===== config.mk =====
export PLATFORM = sky130hd
export DESIGN_NAME = arbiter_grant_lock
export DESIGN_NICKNAME = d
export VERILOG_FILES = /design/src/rtl/arbiter_pkg.sv /design/src/rtl/arbiter_grant_lock.sv
export SDC_FILE = /design/constraint.sdc
export NUM_CORES = 1
export LEC_CHECK = 0
export BUFFER_PORTS_ARGS = -buffer_cell sky130_fd_sc_hd__buf_4
export CAP_MARGIN = 20
export CORE_ASPECT_RATIO = 1.75
export CORE_MARGIN = 10
export CORE_UTILIZATION = 35
export CTS_CLUSTER_SIZE = 30
export DETAILED_ROUTE_END_ITERATION = 8
export SYNTH_ARGS = -nofsm -noshare
export SYNTH_HDL_FRONTEND = slang
export SYNTH_SLANG_ARGS = --single-unit

===== constraint.sdc =====
create_clock -name clk_i -period 2.8 [get_ports clk_i]
set_clock_uncertainty 0.15 [all_clocks]
set_input_delay 0.28 -clock clk_i [delete_from_list [all_inputs] [get_ports clk_i]]
set_output_delay 0.28 -clock clk_i [all_outputs]
set_load 0.005 [all_outputs]

===== src/rtl/arbiter_pkg.sv =====
// Shared types and helpers for the grant-locking arbiter stage.
package arbiter_pkg;

    typedef enum logic [1:0] {
        IDLE    = 2'd0,
        LOCKED  = 2'd1,
        RELEASE = 2'd2
    } arb_lock_state_e;

    // Index width that stays at least one bit wide for degenerate sizes.
    function automatic int owner_width(input int n);
        return (n > 1) ? $clog2(n) : 1;
    endfunction

endpackage


===== src/rtl/arbiter_grant_lock.sv =====
// Locks the arbiter's grant onto one owner until it drops its request or the
// hold limit expires; a timed-out owner is masked for the next arbitration.
module arbiter_grant_lock
    import arbiter_pkg::*;
#(
    parameter  int NUM      = 4,
    parameter  int MAX_HOLD = 8,
    localparam int OW       = owner_width(NUM),
    localparam int HW       = owner_width(MAX_HOLD)
) (
    input  logic           clk_i,
    input  logic           rst_ni,
    input  logic [NUM-1:0] req_i,
    output logic [NUM-1:0] req_o,
    input  logic [NUM-1:0] arb_gnt_i,
    output logic [NUM-1:0] gnt_o,
    output logic [OW-1:0]  owner_o,
    output logic           busy_o,
    output logic           timeout_o,
    output logic           error_o
);

    arb_lock_state_e state_reg, state_next;
    logic [NUM-1:0]  gnt_reg, gnt_next;
    logic [NUM-1:0]  mask_reg, mask_next;
    logic [OW-1:0]   owner_reg, owner_next;
    logic [HW-1:0]   hold_cnt_reg, hold_cnt_next;
    logic            busy_reg, busy_next;
    logic            timeout_reg, timeout_next;
    logic            error_reg, error_next;

    logic [NUM-1:0]  req_masked;
    logic            arb_ok;
    logic [OW-1:0]   arb_idx;

    // The mask only steers arbitration away from a timed-out owner; it never
    // leaves a sole requester without a request.
    always_comb begin
        req_masked = req_i & ~mask_reg;
        req_o      = (req_masked != '0) ? req_masked : req_i;
    end

    always_comb begin
        arb_ok = (arb_gnt_i != '0)
              && ((arb_gnt_i & (arb_gnt_i - NUM'(1))) == '0)
              && ((arb_gnt_i & req_o) == arb_gnt_i);
        arb_idx = '0;
        for (int i = 0; i < NUM; i++) begin
            if (arb_gnt_i[i]) begin
                arb_idx = OW'(i);
            end
        end
    end

    always_comb begin
        state_next    = state_reg;
        gnt_next      = gnt_reg;
        mask_next     = mask_reg;
        owner_next    = owner_reg;
        hold_cnt_next = hold_cnt_reg;
        timeout_next  = 1'b0;
        error_next    = 1'b0;
        case (state_reg)
            IDLE: begin
                if (arb_gnt_i != '0) begin
                    if (arb_ok) begin
                        gnt_next      = arb_gnt_i;
                        owner_next    = arb_idx;
                        hold_cnt_next = '0;
                        mask_next     = '0;
                        state_next    = LOCKED;
                    end else begin
                        error_next = 1'b1;
                    end
                end
            end
            LOCKED: begin
                // A voluntary drop wins over an expiring hold in the same cycle.
                if (!req_i[owner_reg]) begin
                    gnt_next   = '0;
                    state_next = RELEASE;
                end else if (hold_cnt_reg == HW'(MAX_HOLD - 1)) begin
                    gnt_next     = '0;
                    timeout_next = 1'b1;
                    mask_next    = gnt_reg;
                    state_next   = RELEASE;
                end else if (hold_cnt_reg != '1) begin
                    hold_cnt_next = hold_cnt_reg + HW'(1);
                end
            end
            RELEASE: begin
                state_next = IDLE;
            end
            default: begin
                state_next = IDLE;
                gnt_next   = '0;
            end
        endcase
        busy_next = (state_next == LOCKED);
    end

    always_ff @(posedge clk_i or negedge rst_ni) begin
        if (!rst_ni) begin
            state_reg    <= IDLE;
            gnt_reg      <= '0;
            mask_reg     <= '0;
            owner_reg    <= '0;
            hold_cnt_reg <= '0;
            busy_reg     <= 1'b0;
            timeout_reg  <= 1'b0;
            error_reg    <= 1'b0;
        end else begin
            state_reg    <= state_next;
            gnt_reg      <= gnt_next;
            mask_reg     <= mask_next;
            owner_reg    <= owner_next;
            hold_cnt_reg <= hold_cnt_next;
            busy_reg     <= busy_next;
            timeout_reg  <= timeout_next;
            error_reg    <= error_next;
        end
    end

    assign gnt_o     = gnt_reg;
    assign owner_o   = owner_reg;
    assign busy_o    = busy_reg;
    assign timeout_o = timeout_reg;
    assign error_o   = error_reg;

endmodule


==> qor.csv, run 1 <==
metric,value,unit
max_cap viols,0,
area share of the largest cell type after synthesis,43.6,%
Leak,0.607,nW
largest net degree at the start of global routing,19,
DRT Pass-1 Iters,4,
main flop type after synthesis,dfrtp_1,
synthesized flop and latch total,18,
startpoint types,register,
Post-Syn Area,1030,µm²
maximum clock rate,446,MHz
final std cells w/o fill,156,
hold endpoint,owner_o[1]$_DFFE_PN0P_,
RSZ-0062 raised after global routing,no,
IO Count,23,
Worst slew margin,71.9,%
unique cell type count in the Yosys netlist,38,
Cells after Synth,104,
P&R area growth vs syn,23.7,%
arrival time at the worst endpoint,2220,ps
CP Class,register to register,
Die H,91.9,µm
Initial Util,35.7,%
post-synthesis async set-or-reset flop share,100,%
area post-placement,1210,µm²
# diodes,0,
vias per inst,5.90,
Die Area,5610,µm²
ranking of synthesized cells by area,"dfrtp_1, a211o_1, nand2b_1, nor2b_1, nand2_1",
"Period Utilization, post-route",80.1,%
routed via count,921,
first-pass GRT wire length,4430,µm
FF-to-FF Start,mask_reg[3]$_DFFE_PN0P_,
"Slew Viols, Final",0,
power share of the combinational group,35.5,%
CTS Buf Count,3,
Sink Count,18,
vias in the first global route,969,
Critical Path Fanout Max,10,
"antenna viol nets, final",0,
worst slew pin tran,422,ps
total track usage,10.3,%
Post-Syn Area per Cell,9.94,µm²
Avg WL per Cell,17.1,µm
pwr/cell area,736,nW/µm²
"Clk Latency, worst-skew pair",260,ps
Die X,61.1,µm
outcome,finished clean,
Hold Fails Final Rpt,0,
Synth area leader,dfrtp_1,
Root Buffer,clkbuf_8,
clock power share,23.1,%
Layout Nets,141,
GP Congestion,0.764,
CTS tree,done,
num rows,26,
post-CTS sizing,0,
Reg-to-Reg End,mask_reg[2]$_DFFE_PN0P_,
fin area,1280,µm²
Switching Share,32.3,%
Reg power frac,41.4,%
drc violations,0,
R2R Setup Slk,560,ps
DR iter-0 viols,32,
placed insts,151,
internal power component,637,µW
Clock transition at path regs,70,ps
post-synth net total,116,
Reg2Reg Depth,6,
number of synthesized flops with an enable pin,0,
HP Class,primary input to register,
final setup fails,0,
net switching power,304,µW
Worst setup EP type,register,
Port Buffers,22,
antenna violations before repair,0,
total gr overflow,0,
H-tree depth,1,
hold path startpoint,arb_gnt_i[2],
setup tns final,0,ps
worst hold path cell count,3,
register area share after synthesis,43.6,%
core area,2900,µm²
Longest Clk Path Bufs,2,
CP required,2780,ps
routed wire length,2670,µm
synth warn,0,
layout cell share with drive strength beyond 1,25.0,%
HPWL Detailed,2080,µm
Max VDD drop,0.000426,V
clock period minus worst slack,2240,ps
[stage by stage]
stage | hold WS (ps) | setup slack [ps] | utilization, % | power (mW)
after floorplan | -166 | 779 | - | 0.584
final | 210 | 557 | 44.2 | 0.941
after CTS | 203 | 565 | 44.2 | 0.957
after detailed placement | 14.2 | 586 | 41.9 | 0.734
after global routing | 229 | 409 | 44.2 | 1.01
after global placement | 10.5 | 631 | 41.9 | 0.732
[cells in the final DEF, fill, tap and decap left out, drive strengths merged, types with 2 or more instances in the layout]
| cell type | Yosys | layout |
|---|---|---|
| dfrtp | 18 | 18 |
| nor2 | 4 | 4 |
| clkbuf | 1 | 4 |
| buf | 3 | 23 |
| nand2b | 6 | 6 |
| a31oi | 3 | 3 |
| and2 | 3 | 3 |
| a21oi | 4 | 4 |
| inv | 7 | 7 |
| ha | 2 | 2 |
| nor2b | 7 | 7 |
| nand3 | 2 | 2 |
| o21ai | 2 | 2 |
| or2 | 2 | 2 |
| o22ai | 4 | 4 |
| nand2 | 9 | 9 |
| a21boi | 3 | 3 |
| nand4 | 4 | 4 |
| o221ai | 2 | 2 |
| a211o | 5 | 5 |
[cell families after synthesis]
logic type      after synthesis  share of synthesized area, %
xor+xnor                      2                          1.70
mux                           2                          3.63
flops                        18                          43.6
compound gates               30                          22.0
fa+ha+maj                     2                          2.42
buf+inv                      11                          5.21
simple gates                 39                          21.4
[timing repair]
action / in CTS / in global routing
buffers inserted: 0 / 0
endpoints found under the hold margin: 18 / 0
hold buffers: 1 / 0
setup endpoints to repair: 0 / 0
[worst max path at each step]
stage,start,end,depth (start not counted)
final,mask_reg[3]$_DFFE_PN0P_,mask_reg[2]$_DFFE_PN0P_,6
after global routing,mask_reg[3]$_DFFE_PN0P_,mask_reg[2]$_DFFE_PN0P_,6
after CTS,mask_reg[3]$_DFFE_PN0P_,mask_reg[2]$_DFFE_PN0P_,6
after detailed placement,mask_reg[3]$_DFFE_PN0P_,mask_reg[2]$_DFFE_PN0P_,6
after global placement,req_i[3],hold_cnt_reg[1]$_DFFE_PN0P_,7
after floorplan,owner_o[0]$_DFFE_PN0P_,hold_cnt_reg[2]$_DFFE_PN0P_,6
[cell usage after synthesis (all sizes together), types with 2 or more instances]
cell type  number
dfrtp          18
nand2           9
inv             7
nor2b           7
nand2b          6
a211o           5
a21oi           4
nand4           4
nor2            4
o22ai           4
a21boi          3
a31oi           3
and2            3
buf             3
ha              2
nand3           2
o21ai           2
o221ai          2
or2             2
[critical path, cell delays in order, from the launching register on]
cell	delay (ps)
dfrtp_1	370
nand2b_1	260
a41oi_1	180
a222oi_1	370
buf_4	230
and3_1	420
o22ai_1	130
[power by group through the flow]
stage	Sequential, mW	Clock (mW)	Combinational, mW
floorplan	0.383	0	0.201
global placement	0.394	0	0.337
detailed placement	0.395	0	0.339
CTS	0.390	0.224	0.343
global route	0.399	0.231	0.377
finish	0.390	0.217	0.334
[metal layers]
metal	track usage (%)	routed length, µm	vias up	part of all wire, %
li1	-	-	431	-
met1	9.96	995	454	37
met2	17.1	1360	27	51
met3	3.04	210	9	7.9
met4	8.05	102	0	3.8
met5	0	0	-	0
[area by class of cell]
class / count / area, µm²
fill: 296 / 1620
clock buffer: 4 / 55.1
inverter: 7 / 26.3
multi-input combinational: 75 / 529
timing repair buffer: 24 / 183
sequential: 18 / 450
tap: 28 / 35.0
(Power assumes the default switching activity.)
==> inputs of run 2 (changes only) <==
--- a/config.mk
+++ b/config.mk
@@ -5,6 +5,7 @@
 export SDC_FILE = /design/constraint.sdc
 export NUM_CORES = 1
 export LEC_CHECK = 0
+export ABC_AREA = 1
 export BUFFER_PORTS_ARGS = -buffer_cell sky130_fd_sc_hd__buf_4
 export CAP_MARGIN = 20
 export CORE_ASPECT_RATIO = 1.75
==> constraint.sdc (replaced) <==
create_clock -name clk_i -period 2.1 [get_ports clk_i]
set_clock_uncertainty 0.15 [all_clocks]
set_input_delay 0.21 -clock clk_i [delete_from_list [all_inputs] [get_ports clk_i]]
set_output_delay 0.21 -clock clk_i [all_outputs]
set_load 0.005 [all_outputs]
==> qor.csv, run 2 <==
metric,value,unit,change
register area share after synthesis,41.7,%,-1.9 points
Root Buffer,clkbuf_8,,
# diodes,0,,unchanged
HPWL Detailed,2220,µm,+6.9%
IO Count,23,,unchanged
CTS tree,done,,
Top delay family on crit path,compound AO/OA/AOI/OAI gates,,
Port Buffers,22,,unchanged
Cells after Synth,142,,+37%
fin area,1360,µm²,+6.6%
drc violations,0,,unchanged
Leak,0.734,nW,+21%
post-synthesis async set-or-reset flop share,100,%,unchanged
synthesized flop and latch total,18,,unchanged
"Slew Viols, Final",0,,unchanged
Initial Util,36.5,%,+0.78 points
total power,1.46,mW,+55%
cell with the most instances after synthesis,nand2_1,,
antenna violations before repair,0,,unchanged
"worst slack, placed",343,ps,-244 ps
routed via count,980,,+6.4%
"most common cell after layout, fill and taps aside",nand2_1,,
final setup fails,0,,unchanged
Post-Synth Simple-Gate Area,44.0,%,+23 points
startpoint types,register,,
Max VDD drop,0.000458,V,+7.4%
P&R area growth vs syn,26.2,%,
max_cap viols,0,,unchanged
number of synthesized flops with an enable pin,0,,unchanged
pwr/cell area,1070,nW/µm²,+45%
worst hold slack,130,ps,-80.5 ps
arrival time at the worst endpoint,1750,ps,-470 ps
R2R Setup Slk,350,ps,-210 ps
Reg2Reg Depth,7,,+1
routed wire length,2690,µm,+0.75%
Worst slew margin,65.4,%,-6.5 points
layout cell share with drive strength beyond 1,27.2,%,+2.2 points
largest net degree at the start of global routing,19,,unchanged
Sink Count,18,,unchanged
num rows,26,,unchanged
outcome,finished clean,,
Die X,62.0,µm,+1.5%
Longest Clk Path Bufs,2,,unchanged
clock period minus worst slack,1750,ps,-493 ps
Clock transition at path regs,70,ps,about the same
Max stage delay on crit path,430,ps,about the same
synth warn,0,,unchanged
vias in the first global route,993,,+2.5%
Final Worst Setup Slack,351,ps,-207 ps
CP Class,register to register,,
first-pass GRT wire length,4410,µm,-0.45%
maximum clock rate,572,MHz,+28%
CTS Buf Count,3,,unchanged
H-tree depth,1,,unchanged
Worst setup EP type,register,,
"top cells by count, synth","nand2_1, dfrtp_1, inv_1, nand3_1, nor2_1",,
mux contribution to synthesized area,0,%,-3.6 points
Critical Path Fanout Max,5,,-5
Post-Syn Area,1080,µm²,+4.5%
"Period Utilization, post-route",83.3,%,+3.2 points
"Clk Latency, worst-skew pair",250,ps,about the same
Die Area,5790,µm²,+3.2%
post-synthesis adder-cell area fraction,2.32,%,-0.10 points
Synth area leader,dfrtp_1,,
total gr overflow,0,,unchanged
post-CTS setup buffer count,0,,unchanged
complex-gate fraction of the synthesized area,5.33,%,-17 points
worst hold path cell count,3,,unchanged
Synth Area in XOR/XNOR,0,%,-1.7 points
area share of the largest cell type after synthesis,41.7,%,-1.9 points
unique cell type count in the Yosys netlist,19,,-50%
post-synth net total,154,,+33%
vias per inst,4.64,,-21%
total track usage,9.94,%,-0.36 points
DR iter-0 viols,22,,-31%
RSZ-0062 raised after global routing,no,,
GP Congestion,0.794,,+4.0%
Reg-to-Reg End,mask_reg[2]$_DFFE_PN0P_,,
hold path startpoint,arb_gnt_i[3],,
core area,2960,µm²,+2.2%
Die H,93.5,µm,+1.7%
worst slew pin tran,519,ps,+97.5 ps
ranking of synthesized cells by area,"dfrtp_1, nand2_1, nand3_1, inv_1, nand2_4",,
Hold Fails Final Rpt,0,,unchanged
HP Class,primary input to register,,
largest family of logic cells by synthesized area,simple AND/OR/NAND/NOR gates,,
main flop type after synthesis,dfrtp_1,,
critical path's slowest cell,a221oi_2,,
"commonest non-fill, non-tap cells in the layout","nand2_1, buf_4, dfrtp_1",,
hold endpoint,gnt_o[3]$_DFFE_PN0P_,,
FF-to-FF Start,hold_cnt_reg[0]$_DFFE_PN0P_,,
Post-Syn Area per Cell,7.60,µm²,-23%
DRT Pass-1 Iters,4,,unchanged
"antenna viol nets, final",0,,unchanged
area post-placement,1300,µm²,+6.9%
worst path cell trace,"ha_1, ha_1, o21ai_0, a221oi_2, nand2_4, nand2_1, nand2_1",,
Layout Nets,182,,+29%
WP buf/inv,0,,-1
Avg WL per Cell,12.8,µm,-26%
setup tns final,0,ps,unchanged
CP required,2100,ps,-680 ps
[run 2: cell types whose count changed in the layout (fill, tap and decap cells not counted), moves of 5 or more]
| cell | before | now |
|---|---|---|
| nand2_1 | 9 | 49 |
| inv_1 | 7 | 16 |
| nor2b_1 | 6 | 0 |
| nand3_1 | 2 | 12 |
| a211o_1 | 5 | 0 |
| nor2_1 | 4 | 12 |
| nand2b_1 | 6 | 0 |
[run 2: worst register-to-register path, cell delays in order, from the launching register on]
cell,delay [ps]
dfrtp_1,370
ha_1,170
ha_1,180
o21ai_0,110
a221oi_2,430
nand2_4,100
nand2_1,90
nand2_1,50
[run 2: cells by family (layout without fill, tap and decap cells)]
family / count (synthesis) / count (layout)
buffers and inverters: 19 / 46
adders and majority gates: 2 / 2
and+or+nand+nor: 95 / 95
DFF: 18 / 18
AOI/OAI and AO/OA: 8 / 8
[run 2: area by class of cell]
cell class	instances	area, µm²
clock buffer	4	55.1
tap	42	52.6
fill	306	1600
multi-input combinational	105	558
timing repair buffer	23	175
sequential	18	450
inverter	19	71.3
[run 2: worst max path at each step]
stage          cells past startpoint                          end                        start
6_report                           7      mask_reg[2]$_DFFE_PN0P_  hold_cnt_reg[0]$_DFFE_PN0P_
5_1_grt                           11  hold_cnt_reg[1]$_DFFE_PN0P_      mask_reg[1]$_DFFE_PN0P_
4_1_cts                            7      mask_reg[2]$_DFFE_PN0P_  hold_cnt_reg[0]$_DFFE_PN0P_
3_5_place_dp                       7      mask_reg[2]$_DFFE_PN0P_  hold_cnt_reg[0]$_DFFE_PN0P_
3_3_place_gp                       7      mask_reg[3]$_DFFE_PN0P_  hold_cnt_reg[0]$_DFFE_PN0P_
2_1_floorplan                      7      mask_reg[0]$_DFFE_PN0P_  hold_cnt_reg[0]$_DFFE_PN0P_
[run 2: layer usage]
metal  vias to the layer above  track usage [%]  share of wire (%)
met5                         -                0                  0
met2                        20             18.6                 56
met4                         0             3.93                1.7
met1                       450             9.60                 35
li1                        505                -                  -
met3                         5             2.57                7.5
[run 2: per-stage QoR]
step / instances / utilization (%)
3_3_place_gp: 206 / 43.8
4_1_cts: 211 / 46.0
5_1_grt: 211 / 46.0
6_report: 211 / 46.0
3_5_place_dp: 206 / 43.8
2_1_floorplan: 142 / -
[run 2: power by group]
| group | leakage (nW) | internal, mW | switching (mW) |
|---|---|---|---|
| Combinational | 0.464 | 0.257 | 0.375 |
| Clock | 0.0288 | 0.166 | 0.112 |
| Sequential | 0.241 | 0.451 | 0.0927 |
[run 2: what timing repair did]
action / CTS / global route
hold buffers: 1 / 0
gates resized for setup: 0 / 0
hold endpoints to repair: 18 / 0
